### src/rtl/mem_stage_access_unit.sv
// -----------------------------------------------------------------------------
// mem_stage_access_unit
//
// MEM-stage data-memory access unit. Takes the load/store controls, funct3,
// byte address and store data coming out of the EX/MEM pipeline register,
// runs one req/ready bus transaction per op, formats load data per byte lane
// (sign/zero extension) and holds the pipeline with mem_stall until the op
// has completed, faulted (misaligned / illegal funct3) or timed out.
//
// Ports:
//   clk, reset                      rising-edge clock, sync active-high reset
//   MEM_memory_read/_write          op present (write wins if both are set)
//   MEM_funct3                      load/store width code
//   MEM_alu_result                  byte address
//   MEM_read_data2                  store data (rs2)
//   dmem_req/we/addr/wdata/wstrb    registered bus request fields
//   dmem_ready, dmem_rdata          bus completion and read word
//   mem_stall                       combinational freeze of IF..EX/MEM
//   load_data, load_valid           formatted load result and its pulse
//   mem_op_done                     one-cycle pulse when any op finishes
//   misaligned, access_fault        outcome flags, meaningful on mem_op_done
// -----------------------------------------------------------------------------
module mem_stage_access_unit #(
    parameter int XLEN       = 32,
    parameter int WAIT_LIMIT = 16
) (
    input  logic              clk,
    input  logic              reset,
    input  logic              MEM_memory_read,
    input  logic              MEM_memory_write,
    input  logic [2:0]        MEM_funct3,
    input  logic [XLEN-1:0]   MEM_alu_result,
    input  logic [XLEN-1:0]   MEM_read_data2,
    output logic              dmem_req,
    output logic              dmem_we,
    output logic [XLEN-1:0]   dmem_addr,
    output logic [XLEN-1:0]   dmem_wdata,
    output logic [XLEN/8-1:0] dmem_wstrb,
    input  logic              dmem_ready,
    input  logic [XLEN-1:0]   dmem_rdata,
    output logic              mem_stall,
    output logic [XLEN-1:0]   load_data,
    output logic              load_valid,
    output logic              mem_op_done,
    output logic              misaligned,
    output logic              access_fault
);

    localparam int NB = XLEN / 8;
    localparam int CW = (WAIT_LIMIT > 1) ? $clog2(WAIT_LIMIT) : 1;

    typedef enum logic [1:0] {
        IDLE = 2'd0,
        REQ  = 2'd1,
        DONE = 2'd2
    } state_t;

    state_t            state_reg;
    logic [CW-1:0]     wait_cnt_reg;

    logic              dmem_req_reg;
    logic              dmem_we_reg;
    logic [XLEN-1:0]   dmem_addr_reg;
    logic [XLEN-1:0]   dmem_wdata_reg;
    logic [NB-1:0]     dmem_wstrb_reg;
    logic [XLEN-1:0]   load_data_reg;
    logic              load_valid_reg;
    logic              mem_op_done_reg;
    logic              misaligned_reg;
    logic              access_fault_reg;

    // Op attributes kept for formatting the read word while in REQ.
    logic              is_load_reg;
    logic [2:0]        funct3_reg;
    logic [1:0]        off_reg;

    // ------------------------------------------------------------------
    // Request decode (IDLE-cycle view of the EX/MEM register)
    // ------------------------------------------------------------------
    logic              op_present;
    logic              is_store;
    logic [1:0]        size;
    logic [1:0]        off;
    logic              funct3_legal;
    logic              addr_misaligned;
    logic [XLEN-1:0]   store_wdata;
    logic [NB-1:0]     lane_strb;

    assign op_present = MEM_memory_read | MEM_memory_write;
    assign is_store   = MEM_memory_write;
    assign size       = MEM_funct3[1:0];
    assign off        = MEM_alu_result[1:0];

    always_comb begin
        funct3_legal = 1'b0;
        if (is_store) begin
            case (MEM_funct3)
                3'b000, 3'b001, 3'b010: funct3_legal = 1'b1;
                default:                funct3_legal = 1'b0;
            endcase
        end else begin
            case (MEM_funct3)
                3'b000, 3'b001, 3'b010, 3'b100, 3'b101: funct3_legal = 1'b1;
                default:                                funct3_legal = 1'b0;
            endcase
        end
    end

    assign addr_misaligned = ((size == 2'b01) && off[0]) ||
                             ((size == 2'b10) && (off != 2'b00));

    // Store data is replicated across lanes so the strobes alone pick the bytes.
    always_comb begin
        store_wdata = MEM_read_data2;
        case (size)
            2'b00:   store_wdata = {4{MEM_read_data2[7:0]}};
            2'b01:   store_wdata = {2{MEM_read_data2[15:0]}};
            default: store_wdata = MEM_read_data2;
        endcase
    end

    // ------------------------------------------------------------------
    // Per-lane strobes and read lanes
    // ------------------------------------------------------------------
    logic [7:0] rd_lane [NB];

    generate
        for (genvar gi = 0; gi < NB; gi++) begin : g_lane
            assign rd_lane[gi]   = dmem_rdata[8*gi +: 8];
            assign lane_strb[gi] = (size == 2'b10) ||
                                   ((size == 2'b00) && (off == 2'(gi))) ||
                                   ((size == 2'b01) && (off[1] == (((gi / 2) % 2) == 1)));
        end
    endgenerate

    // ------------------------------------------------------------------
    // Load formatting from the returned word
    // ------------------------------------------------------------------
    logic [7:0]      ld_byte;
    logic [15:0]     ld_half;
    logic [XLEN-1:0] ld_formatted;

    assign ld_byte = rd_lane[off_reg];
    assign ld_half = {rd_lane[{off_reg[1], 1'b1}], rd_lane[{off_reg[1], 1'b0}]};

    always_comb begin
        ld_formatted = '0;
        case (funct3_reg)
            3'b000:  ld_formatted = {{(XLEN-8){ld_byte[7]}}, ld_byte};
            3'b001:  ld_formatted = {{(XLEN-16){ld_half[15]}}, ld_half};
            3'b010:  ld_formatted = dmem_rdata;
            3'b100:  ld_formatted = {{(XLEN-8){1'b0}}, ld_byte};
            3'b101:  ld_formatted = {{(XLEN-16){1'b0}}, ld_half};
            default: ld_formatted = '0;
        endcase
    end

    // ------------------------------------------------------------------
    // Access FSM
    // ------------------------------------------------------------------
    always_ff @(posedge clk) begin
        if (reset) begin
            state_reg        <= IDLE;
            wait_cnt_reg     <= '0;
            dmem_req_reg     <= 1'b0;
            dmem_we_reg      <= 1'b0;
            dmem_addr_reg    <= '0;
            dmem_wdata_reg   <= '0;
            dmem_wstrb_reg   <= '0;
            load_data_reg    <= '0;
            load_valid_reg   <= 1'b0;
            mem_op_done_reg  <= 1'b0;
            misaligned_reg   <= 1'b0;
            access_fault_reg <= 1'b0;
            is_load_reg      <= 1'b0;
            funct3_reg       <= 3'b000;
            off_reg          <= 2'b00;
        end else begin
            case (state_reg)
                IDLE: begin
                    mem_op_done_reg <= 1'b0;
                    load_valid_reg  <= 1'b0;
                    if (op_present) begin
                        if (!funct3_legal || addr_misaligned) begin
                            // Illegal code takes precedence over alignment.
                            access_fault_reg <= !funct3_legal;
                            misaligned_reg   <= funct3_legal;
                            load_data_reg    <= '0;
                            mem_op_done_reg  <= 1'b1;
                            state_reg        <= DONE;
                        end else begin
                            dmem_req_reg   <= 1'b1;
                            dmem_we_reg    <= is_store;
                            dmem_addr_reg  <= {MEM_alu_result[XLEN-1:2], 2'b00};
                            dmem_wdata_reg <= is_store ? store_wdata : '0;
                            dmem_wstrb_reg <= is_store ? lane_strb : '0;
                            is_load_reg    <= !is_store;
                            funct3_reg     <= MEM_funct3;
                            off_reg        <= off;
                            wait_cnt_reg   <= '0;
                            state_reg      <= REQ;
                        end
                    end
                end

                REQ: begin
                    if (dmem_ready) begin
                        dmem_req_reg     <= 1'b0;
                        load_data_reg    <= is_load_reg ? ld_formatted : '0;
                        load_valid_reg   <= is_load_reg;
                        misaligned_reg   <= 1'b0;
                        access_fault_reg <= 1'b0;
                        mem_op_done_reg  <= 1'b1;
                        wait_cnt_reg     <= '0;
                        state_reg        <= DONE;
                    end else if (wait_cnt_reg == CW'(WAIT_LIMIT - 1)) begin
                        dmem_req_reg     <= 1'b0;
                        load_data_reg    <= '0;
                        load_valid_reg   <= 1'b0;
                        misaligned_reg   <= 1'b0;
                        access_fault_reg <= 1'b1;
                        mem_op_done_reg  <= 1'b1;
                        wait_cnt_reg     <= '0;
                        state_reg        <= DONE;
                    end else begin
                        wait_cnt_reg <= wait_cnt_reg + 1'b1;
                    end
                end

                DONE: begin
                    // The finished op may still sit at the inputs here; it is
                    // not looked at, so it can never be issued twice.
                    mem_op_done_reg <= 1'b0;
                    load_valid_reg  <= 1'b0;
                    state_reg       <= IDLE;
                end

                default: begin
                    state_reg <= IDLE;
                end
            endcase
        end
    end

    // Released in DONE so EX/MEM advances at the end of that cycle.
    assign mem_stall = !reset &&
                       (((state_reg == IDLE) && op_present) || (state_reg == REQ));

    assign dmem_req     = dmem_req_reg;
    assign dmem_we      = dmem_we_reg;
    assign dmem_addr    = dmem_addr_reg;
    assign dmem_wdata   = dmem_wdata_reg;
    assign dmem_wstrb   = dmem_wstrb_reg;
    assign load_data    = load_data_reg;
    assign load_valid   = load_valid_reg;
    assign mem_op_done  = mem_op_done_reg;
    assign misaligned   = misaligned_reg;
    assign access_fault = access_fault_reg;

endmodule

### config.mk
export PLATFORM = sky130hd
export DESIGN_NAME = mem_stage_access_unit
export DESIGN_NICKNAME = d
export VERILOG_FILES = /design/src/rtl/mem_stage_access_unit.sv
export SDC_FILE = /design/constraint.sdc
export NUM_CORES = 1
export LEC_CHECK = 0
export ABC_AREA = 1
export BUFFER_PORTS_ARGS = -buffer_cell sky130_fd_sc_hd__buf_4
export CAP_MARGIN = 10
export CORE_AREA = 2 2 122 124
export DETAILED_ROUTE_END_ITERATION = 10
export DIE_AREA = 0 0 124 126
export GPL_ROUTABILITY_DRIVEN = 0
export PLACE_DENSITY_LB_ADDON = 0.2
export SLEW_MARGIN = 20
export SYNTH_ARGS = -nofsm -noshare
export SYNTH_HDL_FRONTEND = slang
export SYNTH_SLANG_ARGS = --single-unit
### constraint.sdc
create_clock -name clk -period 3.3 [get_ports clk]
set_input_delay 0.66 -clock clk [delete_from_list [all_inputs] [get_ports clk]]
set_output_delay 0.66 -clock clk [all_outputs]
set_load 0.01 [all_outputs]
[Yosys cells after proc, flatten, opt, wreduce, memory -nomap -nowiden]
Cells that the tools add are included.
Storage, ports and cells
  output and inout port bits: 107
  input port bits: 104
  logic and storage cells: 139
  register bits: 116
Cells by class
  reduce and logical (&&, ||, !) cells: 43
  mux-type cells: 51
  add/sub/neg operators: 1
  equal/unequal tests: 20
  bitwise operators: 6
  order comparisons: 3
Operators with widths (number)
  2-to-1 mux 32 bit: 6
  case mux 32 bit (5 select lines): 1
  case mux 32 bit (2 select lines): 2
  binary-select mux 8 bit (select 2 bit): 3
  2-to-1 mux 8 bit: 6
  2-to-1 mux 4 bit: 5
  2-to-1 mux 1 bit: 17
  == test 3 bit, second input constant: 4
  logical OR 1 bit: 11
  logical AND 1 bit: 10
  greater-or-equal comparator 3 bit, second input constant: 3
  NOT 2 -> 3 bit: 3
  == test 2 bit, second input constant: 4
  2-to-1 mux 2 bit: 4
  case mux 1 bit (2 select lines): 4
  case mux 4 bit (2 select lines): 1
  AND reduction 4 bit: 2
  == test 2 x 1 -> 1 bit, second input constant: 3
  == test 3 x 1 -> 1 bit, second input constant: 2
  == test 3 x 2 -> 1 bit, second input constant: 2
  logical NOT 2 bit: 3
  logical NOT 3 bit: 2
  != test 2 bit, second input constant: 3
  AND reduction 2 bit: 3
  other kinds (14): 20

[Logic depth before layout (Yosys ltp)]
Gate-level depths: netlist (run 1).
  depth in word-level cells: 9
  gate-level depth with buffers: 12
  mapped depth without buffers: 10

[Worst setup path after synthesis (run 1)]
OpenSTA, ideal clock, no wires.
  path kind: input-to-reg
  from: input MEM_funct3[1]
  to: register dmem_wdata_reg[16], in the netlist dmem_wdata[16]
  required time: 3231 ps
  stages: 11
  library setup time: 69 ps
  buffers on the path: 4
  setup slack: 1491 ps
  arrival: 1739 ps
  cell sequence: buf_6 > inv_2 > buf_6 > nand2_2 > nand2_2 > nand4_4 > nor2_2 > buf_6 > buf_6 > nand2_1 > a21oi_2
Between the ends
  longest elaborated chain between the ends: 8
  elaborated cells between the ends (all ways): 22
  those cells by class: eq/ne (6); mux (5); bitwise (1); reduce/logical (10)
Ends and longest elaborated chain
  start: declaration: line 31  | input logic [2:0] MEM_funct3,
  == test 3 x 1 -> 1 bit, or another cell as far along: line 97, 102
  OR reduction 5 bit / OR reduction 3 bit (equally long branches): line 102, 97
  2-to-1 mux 1 bit (on tied branches): line 102, 97
  2-to-1 mux 1 bit: line 96  | if (is_store) begin
  logical NOT 1 bit: line 184  | if (!funct3_legal || addr_misaligned) begin
  logical OR 1 bit: line 184
  NOT 1 bit (no source line)
  AND reduction 3 bit (no source line)
  end signal: assignment: line 195  | dmem_wdata_reg <= is_store ? store_wdata : '0;
  end: declaration: line 64  | logic [XLEN-1:0] dmem_wdata_reg;
Parallel ways exist; a longest one is shown, timed or not.
A chain may end at the register's enable or synchronous reset.

[Worst setup path in the final report (run 1)]
  from: register state_reg[1]
  to: output mem_stall
Between the ends
  longest elaborated chain between the ends: 4
  elaborated cells between the ends (all ways): 5
  those cells by class: eq/ne (1); reduce/logical (4)
Ends and longest elaborated chain
  start: declaration: line 58  | state_t state_reg;
  start signal: assignment: line 163  | state_reg <= IDLE;
  start signal: assignment: line 190  | state_reg <= DONE;
  start signal: assignment: line 201  | state_reg <= REQ;
  logical NOT 2 bit: line 247  | (((state_reg == IDLE) && op_present) || (state_reg == REQ));
  logical AND 1 bit: line 247
  logical OR 1 bit *: line 247
  logical AND 1 bit *: line 246  | assign mem_stall = !reset &&
  end: declaration: line 41  | output logic mem_stall,
Mark *: on every way between the ends. The rest lies on a longest branch, timed or not.

==> results of run 1 <==
-- critical path, stage by stage, from the launching register on --
cell and delay [ns]:
dfxtp_1 0.34, inv_1 0.09, ha_1 0.24, inv_1 0.09
nor2_1 0.23, nor2_1 0.09, nor2_1 0.12, buf_4 0.13
-- logic make-up after synthesis --
kind of cell | Yosys count
adders and majority gates | 5
AOI/OAI and AO/OA | 171
DFF | 116
other | 1
and+or+nand+nor | 420
buffers and inverters | 114
xor gates and xnor gates | 1
-- through the flow --
stage	hold WS [ns]	setup slack, ns
after CTS	0.4673	0.8849
after floorplan	0.4570	1.491
after detailed placement	0.4590	0.6164
after global placement	0.4548	0.6729
after global routing	0.4811	0.7389
final	0.4644	0.8932
-- worst paths after layout --
| check | from | endpoint | cells past startpoint |
|---|---|---|---|
| setup / recovery | state_reg[1] | mem_stall | 7 |
| hold / removal | dmem_wstrb[3] | dmem_wstrb[3] | 2 |
| setup reg to reg | state_reg[1] | dmem_wdata[28] | 10 |
| hold reg to reg | dmem_wstrb[3] | dmem_wstrb[3] | 2 |
-- layout make-up --
cell class,instances,area (sq um)
Tap cell,184,230.2
Fill cell,1437,6539
Timing Repair Buffer,217,1629
Clock buffer,23,478.0
Multi-Input combinational cell,599,2768
Clock inverter,9,126.4
Inverter,59,221.5
Sequential cell,116,2322
-- synthesized netlist by cell type (2+ instances only) --
library cell	instances	area (sq um)
buf_1	2	7.510
buf_2	17	85.08
inv_1	56	210.2
a21oi_2	6	52.55
clkbuf_1	20	75.07
nand3_2	2	20.02
nor2_4	2	22.52
o21ai_0	57	285.3
nor2_2	2	12.51
a21oi_1	84	420.4
buf_4	8	60.06
buf_6	8	90.09
o211ai_1	15	112.6
o311ai_0	3	26.28
nand3_1	16	80.08
ha_1	5	62.56
a31oi_1	2	12.51
nand2_1	231	867.1
nor3_1	3	15.01
nand2_2	4	25.02
nor2_1	126	473.0
dfxtp_1	116	2322
clkinv_1	2	7.510
nand4_1	31	193.9
-- routing by layer --
| metal | vias to the layer above | GRT usage [%] | wire length, microns |
|---|---|---|---|
| li1 | 3044 | - | - |
| met1 | 2629 | 27.17 | 7320 |
| met2 | 209 | 34.49 | 7836 |
| met3 | 22 | 6.793 | 1371 |
| met4 | 0 | 7.336 | 257 |
| met5 | - | 0 | 0 |
-- power by group --
group          switching (mW)  internal (mW)  leakage [nW]
registers              0.0604           1.50         0.944
clock network           0.629           1.24         0.297
logic                   0.568          0.357          2.33
==> run_results.csv, run 1 <==
group,metric,value,unit
run_status,status,"complete, no violations",
yosys,synth_seq_cells,116,
global_route,grt_pass1_wl,26390,microns
layout,mostFrequentLayoutCell,"nand2_1",
yosys,synth.avg_cell_area,6.789,sq um
route,viasPerCell,4.891,
route,final_antenna_net_count,0,
yosys,yosys_warnings,0,
pwr,leakage,3.569,nW
clock_network,clk_pin_slew,0.05,ns
sta,clock.fmax,0.4155,GHz
clock_network,ctsRootBufferMaster,"clkbuf_16",
floorplanning,num_io_pins,211,
layout,fin_util,54.32,%
worst_hold_path,min_path_type,"reg -> reg",
sta,period_needed,2.407,ns
layout,num-nets-final,1119,
setup_path,worstPathArrival,1.75,ns
clock_network,cts_resized,0,
route,postRouteWirelength,16790,microns
global_route,grt_max_degree,74,
route,drt_first_iter_violations,386,
layout,final_cells,1207,
route,drtPass1Iterations,6,
yosys,synth_area,5622,sq um
yosys,yosys.area_share.xor_xnor,0.1558,%
sta,setup_tns,0,ns
sta,finalClockSkew,0.01123,ns
sta,rsz0062_at_grt,"no",
job,maxCapViolCount,0,
floorplanning,num_rows,44,
layout,syn2layout_area_growth,38.30,%
sta,setup_viol,0,
pwr,power.density_cell_area,559.8,nW/um^2
setup_path,path_class,"reg -> out",
yosys,synth_compound_area_share,16.65,%
route,drc_errors,0,
sta,final_max_slew_viol_count,0,
clock_network,numCtsBuffers,17,
route,wl_per_cell,13.91,microns
sta,post-route-period-util,72.93,%
yosys,synth_top_family_by_area,"simple AND/OR/NAND/NOR gates",
layout,fin_area,7775,sq um
yosys,async_flop_share,0,%
sta,relSlewSlack,33.25,%
setup_path,critPathRequiredTime,2.64,ns
clock_network,cts_tree,"done",
layout,antenna_cells,0,
placement,place_area,7171,sq um
yosys,synth_edf_count,0,
placement,dp.cells,1175,
placement,port-buffer-count,208,
layout,drive_gt1_share,26.00,%
floorplanning,core,14310,sq um
floorplanning,initial_utilization,39.27,%
layout,final_cell_mix,"nand2_1 (231), buf_4 (217), nor2_1 (126), dfxtp_1 (116), a21oi_1 (83)",
route,vias,5904,
pwr,vdd_drop_max,320.3,uV
yosys,yosys.area_share.simple,31.12,%
yosys,seq_area_frac_synth,41.31,%
clock_network,clk_latency,0.41,ns
yosys,synthFlopType,"dfxtp_1",
global_route,overflow,0,
clock_network,htree_levels,4,
clock_network,clk_path_buf_depth,2,
setup_path,crit_path_start_kind,"flip-flop",
yosys,synthDistinctLibCells,34,
floorplanning,dieArea,15620,sq um
floorplanning,chipHeight,126,microns
clock_network,cts.sinks,116,
yosys,muxShareOfSynthArea,0,%
sta,tightest_slew,0.9951,ns
placement,dp_hpwl,11670,microns
yosys,synthAdderAreaFrac,1.113,%
clock_network,cts_setup_buffers,0,
setup_path,cp-end-kind,"primary output",
yosys,syn-instance-count,828,
global_route,antenna_found_initial,0,
clock_network,ctsHoldBuffers,0,
global_route,grt_pass1_vias,5463,
floorplanning,die_w,124,microns
setup_path,reg2reg_slack,0.98,ns
global_route,grt.total_usage,21.49,%
sta,hold_viol_final,0,
pwr,finalPower,4.353,mW
setup_path,cp_max_fo,4,
Note: power is estimated with default switching activity, not from simulation.
==> inputs of run 2 (changes only) <==
- clock period: 3.3 -> 2.36 ns (I/O delays scaled with it)
==> run 2 against run 1 <==
Compared with the run above: total power is 44% higher; worst setup slack lost 0.73 ns; utilization is 0.65 points higher; die area stayed put; cell count up 0.41%; sequential share of layout area decreased by 0.35 points; global-route usage grew 0.27 points; clock-buffer cell count is 2 lower; clock skew increased by 0.0061 ns; register-to-register slack got worse by 0.62 ns; critical path type unchanged; highest routed layer unchanged.
==> run_results.csv, run 2 (synthesis results as in run 1) <==
group,metric,value,unit
setup_path,crit_family,"simple AND/OR/NAND/NOR gates",
setup_path,rr_startpoint,"state_reg[1]",
placement,port-buffer-count,208,
placement,dp_hpwl,11770,microns
floorplanning,core,14310,sq um
placement,dp.cells,1181,
clock_network,cts.sinks,116,
layout,fin_util,54.96,%
layout,final_cell_mix,"nand2_1 (231), buf_4 (222), nor2_1 (126), dfxtp_1 (116), a21oi_1 (83)",
global_route,overflow,0,
clock_network,htree_levels,4,
worst_hold_path,holdPathStages,3,
layout,antenna_cells,0,
sta,post-route-period-util,93.06,%
route,wl_per_cell,13.70,microns
sta,final_max_slew_viol_count,0,
sta,setup_tns,0,ns
sta,clock.fmax,0.4553,GHz
setup_path,path_buf_inv,3,
floorplanning,dieArea,15620,sq um
floorplanning,num_rows,44,
global_route,grt_pass1_wl,26920,microns
global_route,antenna_found_initial,0,
sta,rsz0062_at_grt,"no",
worst_hold_path,min-delay-start,"MEM_alu_result[25]",
route,drc_errors,0,
setup_path,slowest_delay,0.33,ns
route,drtPass1Iterations,5,
worst_hold_path,hold_end,"dmem_addr[25]",
clock_network,clk_path_buf_depth,2,
sta,tightest_slew,0.6270,ns
sta,relSlewSlack,58.20,%
layout,drive_gt1_share,26.46,%
sta,hold_viol_final,0,
clock_network,clk_pin_slew,0.05,ns
setup_path,crit_slowest_cell,"dfxtp_1",
clock_network,ctsHoldBuffers,0,
clock_network,clk_latency,0.41,ns
setup_path,reg2reg_depth,9,
run_status,status,"complete, no violations",
setup_path,crit_path_start_kind,"flip-flop",
setup_path,path_class,"reg -> out",
clock_network,ctsRootBufferMaster,"clkbuf_16",
layout,syn2layout_area_growth,39.95,%
route,postRouteWirelength,16610,microns
setup_path,critPathRequiredTime,1.89,ns
setup_path,reg2reg_slack,0.36,ns
floorplanning,die_w,124,microns
layout,mostFrequentLayoutCell,"nand2_1",
sta,period_needed,2.196,ns
placement,place_ws,0.2853,ns
floorplanning,initial_utilization,39.27,%
pwr,power.density_cell_area,798.0,nW/um^2
sta,timing.final.ws_setup,0.1637,ns
clock_network,numCtsBuffers,17,
worst_hold_path,min_path_type,"in -> reg",
setup_path,worstPathArrival,1.72,ns
setup_path,crit_top_cell,"nor2_1",
setup_path,cp_cell_sequence,"inv_1 > ha_1 > inv_1 > nor2_1 > nor2_1 > nor2_1 > buf_4",
route,vias,5892,
setup_path,r2r_end,"access_fault",
job,maxCapViolCount,0,
setup_path,cp_max_fo,4,
sta,finalClockSkew,0.01735,ns
route,drt_first_iter_violations,427,
global_route,grt.total_usage,21.76,%
pwr,finalPower,6.278,mW
layout,final_cells,1212,
route,final_antenna_net_count,0,
clock_network,cts_tree,"done",
route,viasPerCell,4.861,
global_route,grt_max_degree,59,
setup_path,cp-end-kind,"primary output",
pwr,vdd_drop_max,619.6,uV
setup_path,worstSetupStartpoint,"state_reg[0]",
clock_network,cts_setup_buffers,0,
global_route,grt_pass1_vias,5462,
pwr,leakage,3.627,nW
clock_network,cts_resized,0,
floorplanning,num_io_pins,211,
floorplanning,chipHeight,126,microns
layout,num-nets-final,1125,
sta,setup_viol,0,
run 2: cell types whose count changed in the layout (fill, tap and decap cells not counted):
cell | before | now
buf_4 | 217 | 222
bufinv_16 | 3 | 5
buf_12 | 0 | 1
clkinv_1 | 3 | 2
inv_1 | 55 | 56
clkbuf_8 | 3 | 2
clkinvlp_4 | 1 | 0
clkbuf_1 | 3 | 2
run 2: worst max-delay path by stage:
| stage | to | slack [ns] | cells after the start |
|---|---|---|---|
| 3_3_place_gp | is_load_reg | 0.34 | 10 |
| 3_5_place_dp | load_data[7] | 0.29 | 11 |
| 5_1_grt | mem_stall | 0.02 | 7 |
| 6_report | mem_stall | 0.16 | 7 |
| 2_1_floorplan | access_fault | 0.58 | 10 |
| 4_1_cts | mem_stall | 0.14 | 7 |
run 2: tightest hold or removal path, cell delays in order:
cell	delay, ns
buf_4	0.07
o21ai_0	0.07
nor2_1	0.07
run 2: power breakdown:
group          total (mW)  switching, mW  internal, mW
registers            2.17         0.0813          2.09
logic                1.31          0.795         0.517
clock network        2.79          0.877          1.92
run 2: layout make-up:
type                       count  area, sq um
sequential                   116         2322
clock buffer                  21        460.4
tap                          184        230.2
timing repair buffer         223         1687
clock inverter                10        178.9
inverter                      59        221.5
multi-input combinational    599         2768
fill                        1466         6446
run 2: stage by stage:
stage          hold slack [ns]  cell area, sq um
6_report                0.3056              7868
5_1_grt                 0.3011              7868
4_1_cts                 0.2933              7868
3_5_place_dp            0.4573              7228
3_3_place_gp            0.4527              7228
2_1_floorplan           0.4570              5625
run 2: per-layer routing:
layer / share of wire, % / global-route usage (%) / wire, microns
met5: 0 / 0 / 0
met4: 1.5 / 6.742 / 245
met3: 7.2 / 7.246 / 1197
met2: 46 / 34.23 / 7656
met1: 45 / 28.20 / 7509
